<file path="src/rtl/fuel_alarm_sequencer.sv">
// fuel_alarm_sequencer: fuel level alarm FSM with hysteresis, lamp, buzzer, range.
// Optional logging outputs are enabled by defining FUEL_ALARM_LOG_EN.
module fuel_alarm_sequencer #(
    parameter int unsigned WARN_LEVEL  = 5,
    parameter int unsigned CRIT_LEVEL  = 2,
    parameter int unsigned HYST        = 1,
    parameter int unsigned BLINK_HALF  = 4,
    parameter int unsigned BUZZ_CYCLES = 16
) (
    input  logic        clk,
    input  logic        reset,
    input  logic        sample_valid,
    input  logic [4:0]  remaining_fuel,
    input  logic [7:0]  mileage,
    input  logic        ack,
    output logic [1:0]  alarm_state,
    output logic        warn_lamp,
    output logic        buzzer,
    output logic [12:0] range_km,
    output logic        range_valid,
`ifdef FUEL_ALARM_LOG_EN
    output logic [7:0]  crit_count,
    output logic [4:0]  min_fuel_seen,
`endif
    output logic        refuel_event
);

    typedef enum logic [1:0] {
        S_NORMAL = 2'b00,
        S_WARN   = 2'b01,
        S_CRIT   = 2'b10,
        S_EMPTY  = 2'b11
    } state_t;

    localparam logic [4:0] L_WARN   = 5'(WARN_LEVEL);
    localparam logic [4:0] L_CRIT   = 5'(CRIT_LEVEL);
    localparam logic [4:0] L_WARN_H = 5'(WARN_LEVEL + HYST);
    localparam logic [4:0] L_CRIT_H = 5'(CRIT_LEVEL + HYST);

    localparam int BLW = (BLINK_HALF > 1) ? $clog2(BLINK_HALF) : 1;
    localparam int BZW = $clog2(BUZZ_CYCLES + 1);
    localparam logic [BLW-1:0] L_BLINK_MAX = BLW'(BLINK_HALF - 1);
    localparam logic [BZW-1:0] L_BUZZ      = BZW'(BUZZ_CYCLES);

    state_t          r_state;
    state_t          w_target;
    state_t          w_next;
    logic            w_esc;
    logic            w_crit_entry;
    logic [12:0]     w_range;

    logic [12:0]     r_range;
    logic            r_rvalid;
    logic            r_refuel;
    logic [4:0]      r_last_fuel;
    logic            r_first;
    logic [BLW-1:0]  r_blink_cnt;
    logic            r_blink;
    logic [BZW-1:0]  r_buzz_cnt;

    assign w_range = 13'(remaining_fuel) * 13'(mileage);

    // Level classification, hysteresis-gated next state and lamp output
    always_comb begin
        w_target     = S_NORMAL;
        w_next       = r_state;
        w_esc        = 1'b0;
        w_crit_entry = 1'b0;
        warn_lamp    = 1'b0;

        if (remaining_fuel == 5'd0) begin
            w_target = S_EMPTY;
        end else if (remaining_fuel <= L_CRIT) begin
            w_target = S_CRIT;
        end else if (remaining_fuel <= L_WARN) begin
            w_target = S_WARN;
        end

        if (sample_valid) begin
            if (w_target > r_state) begin
                w_next = w_target;
            end else if (w_target < r_state) begin
                case (r_state)
                    S_EMPTY: w_next = w_target;
                    S_CRIT:  if (remaining_fuel > L_CRIT_H) w_next = w_target;
                    S_WARN:  if (remaining_fuel > L_WARN_H) w_next = w_target;
                    default: w_next = r_state;
                endcase
            end
        end

        w_esc        = (w_next > r_state) && (w_next >= S_CRIT);
        w_crit_entry = (w_next == S_CRIT) && (r_state != S_CRIT);

        case (r_state)
            S_WARN:  warn_lamp = 1'b1;
            S_CRIT:  warn_lamp = r_blink;
            S_EMPTY: warn_lamp = 1'b1;
            default: warn_lamp = 1'b0;
        endcase
    end

    // Alarm state register
    always_ff @(posedge clk) begin
        if (reset) begin
            r_state <= S_NORMAL;
        end else begin
            r_state <= w_next;
        end
    end

    // Range latch, range strobe and refuel detection on each sample
    always_ff @(posedge clk) begin
        if (reset) begin
            r_range     <= '0;
            r_rvalid    <= 1'b0;
            r_refuel    <= 1'b0;
            r_last_fuel <= '0;
            r_first     <= 1'b1;
        end else begin
            r_rvalid <= sample_valid;
            r_refuel <= 1'b0;
            if (sample_valid) begin
                r_range     <= w_range;
                r_last_fuel <= remaining_fuel;
                r_first     <= 1'b0;
                r_refuel    <= !r_first && (remaining_fuel > r_last_fuel);
            end
        end
    end

    // CRIT blink generator, restarted lit on every CRIT entry
    always_ff @(posedge clk) begin
        if (reset) begin
            r_blink_cnt <= '0;
            r_blink     <= 1'b0;
        end else if (w_crit_entry) begin
            r_blink_cnt <= '0;
            r_blink     <= 1'b1;
        end else if (w_next == S_CRIT) begin
            if (r_blink_cnt == L_BLINK_MAX) begin
                r_blink_cnt <= '0;
                r_blink     <= ~r_blink;
            end else begin
                r_blink_cnt <= r_blink_cnt + 1'b1;
            end
        end else begin
            r_blink_cnt <= '0;
            r_blink     <= 1'b0;
        end
    end

    // Buzzer timer: escalation reloads and beats ack, ack silences
    always_ff @(posedge clk) begin
        if (reset) begin
            r_buzz_cnt <= '0;
        end else if (w_esc) begin
            r_buzz_cnt <= L_BUZZ;
        end else if (ack) begin
            r_buzz_cnt <= '0;
        end else if (r_buzz_cnt != '0) begin
            r_buzz_cnt <= r_buzz_cnt - 1'b1;
        end
    end

`ifdef FUEL_ALARM_LOG_EN
    logic [7:0] r_crit_count;
    logic [4:0] r_min_fuel;

    // Severe-entry counter and minimum-fuel tracker
    always_ff @(posedge clk) begin
        if (reset) begin
            r_crit_count <= '0;
            r_min_fuel   <= 5'd31;
        end else begin
            if (w_esc && (r_state <= S_WARN) && (r_crit_count != 8'hFF)) begin
                r_crit_count <= r_crit_count + 1'b1;
            end
            if (sample_valid && (remaining_fuel < r_min_fuel)) begin
                r_min_fuel <= remaining_fuel;
            end
        end
    end

    assign crit_count    = r_crit_count;
    assign min_fuel_seen = r_min_fuel;
`endif

    assign alarm_state  = r_state;
    assign buzzer       = (r_buzz_cnt != '0);
    assign range_km     = r_range;
    assign range_valid  = r_rvalid;
    assign refuel_event = r_refuel;

endmodule

</file>
<file path="config.mk">
export PLATFORM = sky130hd
export DESIGN_NAME = fuel_alarm_sequencer
export DESIGN_NICKNAME = d
export VERILOG_FILES = /design/src/rtl/fuel_alarm_sequencer.sv
export SDC_FILE = /design/constraint.sdc
export NUM_CORES = 1
export LEC_CHECK = 0
export CAP_MARGIN = 20
export CORE_ASPECT_RATIO = 0.75
export CORE_MARGIN = 3
export CORE_UTILIZATION = 45
export DETAILED_ROUTE_END_ITERATION = 10
export HOLD_SLACK_MARGIN = 0.03
export PLACE_DENSITY = 0.71
export SKIP_LAST_GASP = 1
export SYNTH_ARGS = -nofsm -noshare
export SYNTH_HDL_FRONTEND = slang
export SYNTH_SLANG_ARGS = --single-unit
</file>
<file path="constraint.sdc">
create_clock -name clk -period 7.5 [get_ports clk]
set_input_delay 1.5 -clock clk [delete_from_list [all_inputs] [get_ports clk]]
set_output_delay 1.5 -clock clk [all_outputs]
set_load 0.02 [all_outputs]
</file>
# [Word-level counts from Yosys, hierarchy flattened]
# Cells that the tools add are included.
# Widths: inputs -> output; s select.
[word_totals] regBits=31 wordCells=59 output_inout_bits=19 inputBits=17
[op_classes] n_mux=16 bitwise_logic=3 multipliers=1 addsub=2 n_eq_ne=7 order_cmp=9 n_reduce_logical=11
[ops] op="$mux 5" count=3
[ops] op="$mux 2" count=7
[ops] op="$mul 5x8->13" count=1
[ops] op="$eq 2x2->1 const B" count=4
[ops] op="$pmux 2 s3" count=1
[ops] op="$gt 5x2->1 const B" count=1
[ops] op="$gt 5x3->1 const B" count=1
[ops] op="$gt 5x5->1" count=1
[ops] op="$le 5x2->1 const B" count=1
[ops] op="$le 5x3->1 const B" count=1
[ops] op="$logic_not 5->1" count=1
[ops] op="$reduce_bool 5->1" count=1
[ops] op="$sub 5x1->5 const B" count=1
[ops] op="$gt 2x2->1" count=2
[ops] op="$mux 1" count=4
[ops] op="$reduce_or 2->1" count=2
[ops] op="$reduce_or 4->1" count=1
[ops] op="$logic_and 1x1->1" count=3
[ops] op="$ne 3x2->1 const B" count=1
[ops] op="$not 1->1" count=3
[ops] op="$reduce_bool 3->1" count=1
[ops] op="$reduce_or 3->1" count=1
[ops] op="$add 2x1->2 const B" count=1
[ops] op="$eq 2x1->1 const B" count=1
[ops] op="other kinds (5)" count=5

# [Logic depth before layout (Yosys ltp)]
[logic_depth] depth_word=12 mapped_depth=15 mapped_depth_nobuf=14

# [Least setup slack after synthesis]
# Ideal clock, no wire load.
[synth_timing] path_type="input to register" start="input port remaining_fuel[3]" end="register r_range[11] (netlist: range_km[11])" required_ns=7.385 arrival_time_ns=4.708 path_buffers=1 setup_ns=0.115 cell_stages=12 setup_slack_ns=2.677 path_cell_list="clkbuf_1 and2_1 fa_1 fa_1 inv_1 fa_1 inv_1 ha_1 a21oi_1 a311oi_1 or3_1 a31o_1"
[synth_via] elab_chain_cells=1
[synth_rtl] element="start, declared" line_no="13" source="input logic [4:0] remaining_fuel,"
[synth_rtl] element="$mul 5x8->13" line_no="61" source="assign w_range = 13'(remaining_fuel) * 13'(mileage);"
[synth_rtl] element="end signal, assigned" line_no="124" source="r_range <= w_range;"
[synth_rtl] element="end, declared" line_no="52" source="logic [12:0] r_range;"
# No other way between the ends.
# A chain may end at the register's enable or synchronous reset.

# [Worst setup path in the final report]
[layout_timing] start="input port remaining_fuel[2]" end="register r_range[12] (netlist: range_km[12])"
# The elaborated chain is that of the path after synthesis.

==> results.toml <==
[yosys]
syn_area_per_cell_um2 = 8.518
ys_seq_area_frac = 0.2291
yosysTopAreaCell = "dfxtp_1"
syn-cell-area_um2 = 2709
synth_ff_type = "dfxtp_1"
syn_inst = 318
yosys_warnings = 0
syn_nets = 386
synth_top_area_frac = 0.2291
synth_edf_count = 0
synth_area_leaders = "dfxtp_1 23%, ha_1 15%, fa_1 13%"
yosysUniqueCellTypes = 46
ys_async_sr_fraction = 0
ys_ff_latch = 31

[placement]
pre_cts_ws_ns = 1.880
gp_congestion = 0.7971
io_buffer_count = 35
hpwlAfterDp_um = 4946

[layout]
ff_latch_area_um2 = 620.6
nNetsFinal = 417
diodes = 0
synthToLayoutAreaGrowth_pct = 19.21
multi_input_area_um2 = 1889
drive_above_1_share = 0.05143
fill_cells = 497

[sta]
worst_pin_slew_ns = 0.9876
fin_crit_ns = 5.317
hold_viol = 0
relSlewSlack = 0.3396
holdWs_ns = 0.4628
timing.final.crit_share = 0.7089
drv_slew = 0
fin_skew_ns = 0.001637
setup_viol = 0
setup_ws_ns = 2.183
fin_tns_setup_ns = 0
rsz0062_at_grt = "no"
timing.fmax_mhz = 188.1

[grt]
grt_antenna_before_repair = 0
grt_pass1_vias = 2214
grt_max_degree = 28
grt_use_total = 0.1879
grt_pass1_wl_um = 10440
grt_overflow = 0

[clock_tree]
clkLatencyLatePin_ns = 0.28
cts_buffers = 5
cts_tree = "done"
cts.htree.levels = 2
clock-root-buffer = "clkbuf_8"
cts_resized = 0
cts_buffer_depth = 2
clk_pin_slew_ns = 0.07
ctsHoldBuffers = 0
post_cts_buffers = 0
cts_sinks = 31

[detailed_routing]
routed_wl_um = 6093
vias = 2289
vias_per_cell = 5.386
drtIter0Drc = 85
avgRoutedWirePerCell_um = 14.34
ant_nets = 0
dr.pass1.iters = 4
drc = 0

[setup_path]
crit_arrival_ns = 5.52
critPathCaptureType = "register"
critPathMaxFanout = 14
path_cells = "clkdlybuf4s50_1, and2_1, fa_1, fa_1, inv_1, fa_1, inv_1, ha_1, a21oi_1, o211ai_1, nand4_1, mux2_1, o22ai_1"
crit_top_cell = "fa_1"
required_ns = 7.70
critPathLaunchType = "input pin"
critical-path-slowest-cell = "clkdlybuf4s50_1"
critical-path-max-stage-delay_ns = 0.78
critical-path-top-delay-family = "adder cells"
critical_path_class = "in2reg"
worst-path-buf-inv = 3

[power_and_ir_drop]
ir_drop_mv = 0.1238
power_density_nw_per_um2 = 234.6
total_power_uw = 757.6
leakage_nw = 1.461

[die]
die_y_um = 73.19
dieArea_um2 = 6996
io_pins = 36
core-area_um2 = 5583
die_w_um = 95.59
start_util = 0.4852
num_rows = 23

[status]
status = "completed"

[min_path]
hp-class = "reg2reg"

[run]
drv_cap = 0
worst reg2reg max path: stages, from the launching register on:
cell and delay, ns:
dfxtp_1 0.43, inv_1 0.12, ha_1 0.30, nor2b_1 0.23, nor3_1 0.09, a22oi_1 0.24
and2_1 0.32, inv_2 0.06, ha_1 0.29, nor2b_1 0.14, o21ai_1 0.21, a21oi_1 0.15
nor4b_1 0.29
area by class of cell:
type | instances | share of cell area
Clock inverter | 2 | 0.01085
Multi-Input combinational cell | 235 | 0.5850
Sequential cell | 31 | 0.1922
Inverter | 40 | 0.04649
Clock buffer | 6 | 0.02557
Tap cell | 75 | 0.02906
Timing Repair Buffer | 36 | 0.1108
cells in the final DEF, fill, tap and decap left out, types with 2 or more instances in the layout:
| master | synthesis | layout |
|---|---|---|
| a211oi_1 | 2 | 2 |
| nor3_1 | 9 | 9 |
| clkbuf_8 | 0 | 6 |
| a21o_1 | 3 | 3 |
| nor4b_1 | 2 | 2 |
| or4_1 | 3 | 3 |
| ha_1 | 33 | 33 |
| fa_1 | 18 | 18 |
| dfxtp_1 | 31 | 31 |
| inv_2 | 4 | 4 |
| clkdlybuf4s50_1 | 0 | 35 |
| xor2_1 | 5 | 5 |
| nor2b_1 | 4 | 4 |
| a21oi_1 | 15 | 15 |
| o22ai_1 | 4 | 4 |
| nand4_1 | 5 | 5 |
| or3_1 | 2 | 2 |
| mux2i_1 | 8 | 8 |
| o21ai_1 | 4 | 4 |
| xnor2_1 | 4 | 4 |
| o21ai_0 | 7 | 7 |
| and3_1 | 3 | 3 |
| inv_1 | 36 | 36 |
| nand3_1 | 5 | 5 |
| nand2_1 | 32 | 32 |
| nor2_1 | 16 | 16 |
| nor4_1 | 3 | 3 |
| o211ai_1 | 3 | 3 |
| a311oi_1 | 3 | 3 |
| a31oi_1 | 2 | 2 |
| and2_1 | 26 | 26 |
per-stage QoR:
step / utilization / instances / cell area [um2]
global route: 0.5784 / 425 / 3229
finish: 0.5784 / 425 / 3229
floorplan: - / 318 / 2709
global placement: 0.5574 / 417 / 3112
detailed placement: 0.5574 / 417 / 3112
CTS: 0.5784 / 425 / 3229
logic make-up after synthesis:
group	count (synthesis)	share of synthesized area
muxes	9	0.03372
adders and majority gates	51	0.2855
AOI/OAI and AO/OA	51	0.1224
buffers and inverters	52	0.07344
xor gates and xnor gates	9	0.02910
DFF	31	0.2291
and+or+nand+nor	115	0.2268
Yosys cell counts, drive strengths merged (2+ instances only):
cell type and n:
o21ai 11, nand2 32, a31oi 2, inv 40, nor2 16, xnor2 4, nand4 5, or3 2
buf 5, nand3 5, dfxtp 31, a21o 3, xor2 5, and3 3, and2 26, nor4 3
a211oi 3, nor2b 4, fa 18, o211ai 3, o22ai 4, or4 3, a21oi 15, mux2i 8
clkbuf 7, nor4b 3, a311oi 3, ha 33, nor3 9
report_power, final:
part / total (mW) / internal, mW / switching [mW]
logic: 0.376 / 0.167 / 0.209
registers: 0.209 / 0.190 / 0.0183
clock network: 0.173 / 0.107 / 0.0654
flip-flops by register name, summed over array words and instances (netlist names):
name / cells
range_km: 13
r_first: 1
r_blink: 1
r_blink_cnt: 2
r_last_fuel: 5
range_valid: 1
alarm_state: 2
r_buzz_cnt: 5
refuel_event: 1
per-layer routing:
| layer | track usage | up-vias | part of all wire |
|---|---|---|---|
| met4 | 0.02208 | 0 | 0.0056 |
| met2 | 0.2820 | 41 | 0.44 |
| met1 | 0.2850 | 1100 | 0.51 |
| met3 | 0.03918 | 5 | 0.042 |
| met5 | 0 | - | 0 |
| li1 | - | 1143 | - |
final timing paths:
check                          from             to  slack [ns]  cells after the start
setup / recovery  remaining_fuel[2]   range_km[12]        2.18                     13
hold / removal          range_km[0]    range_km[0]        0.46                      2
setup reg to reg     alarm_state[1]  r_buzz_cnt[2]        4.54                     12
hold reg to reg         range_km[0]    range_km[0]        0.46                      2
(Power assumes the default switching activity.)
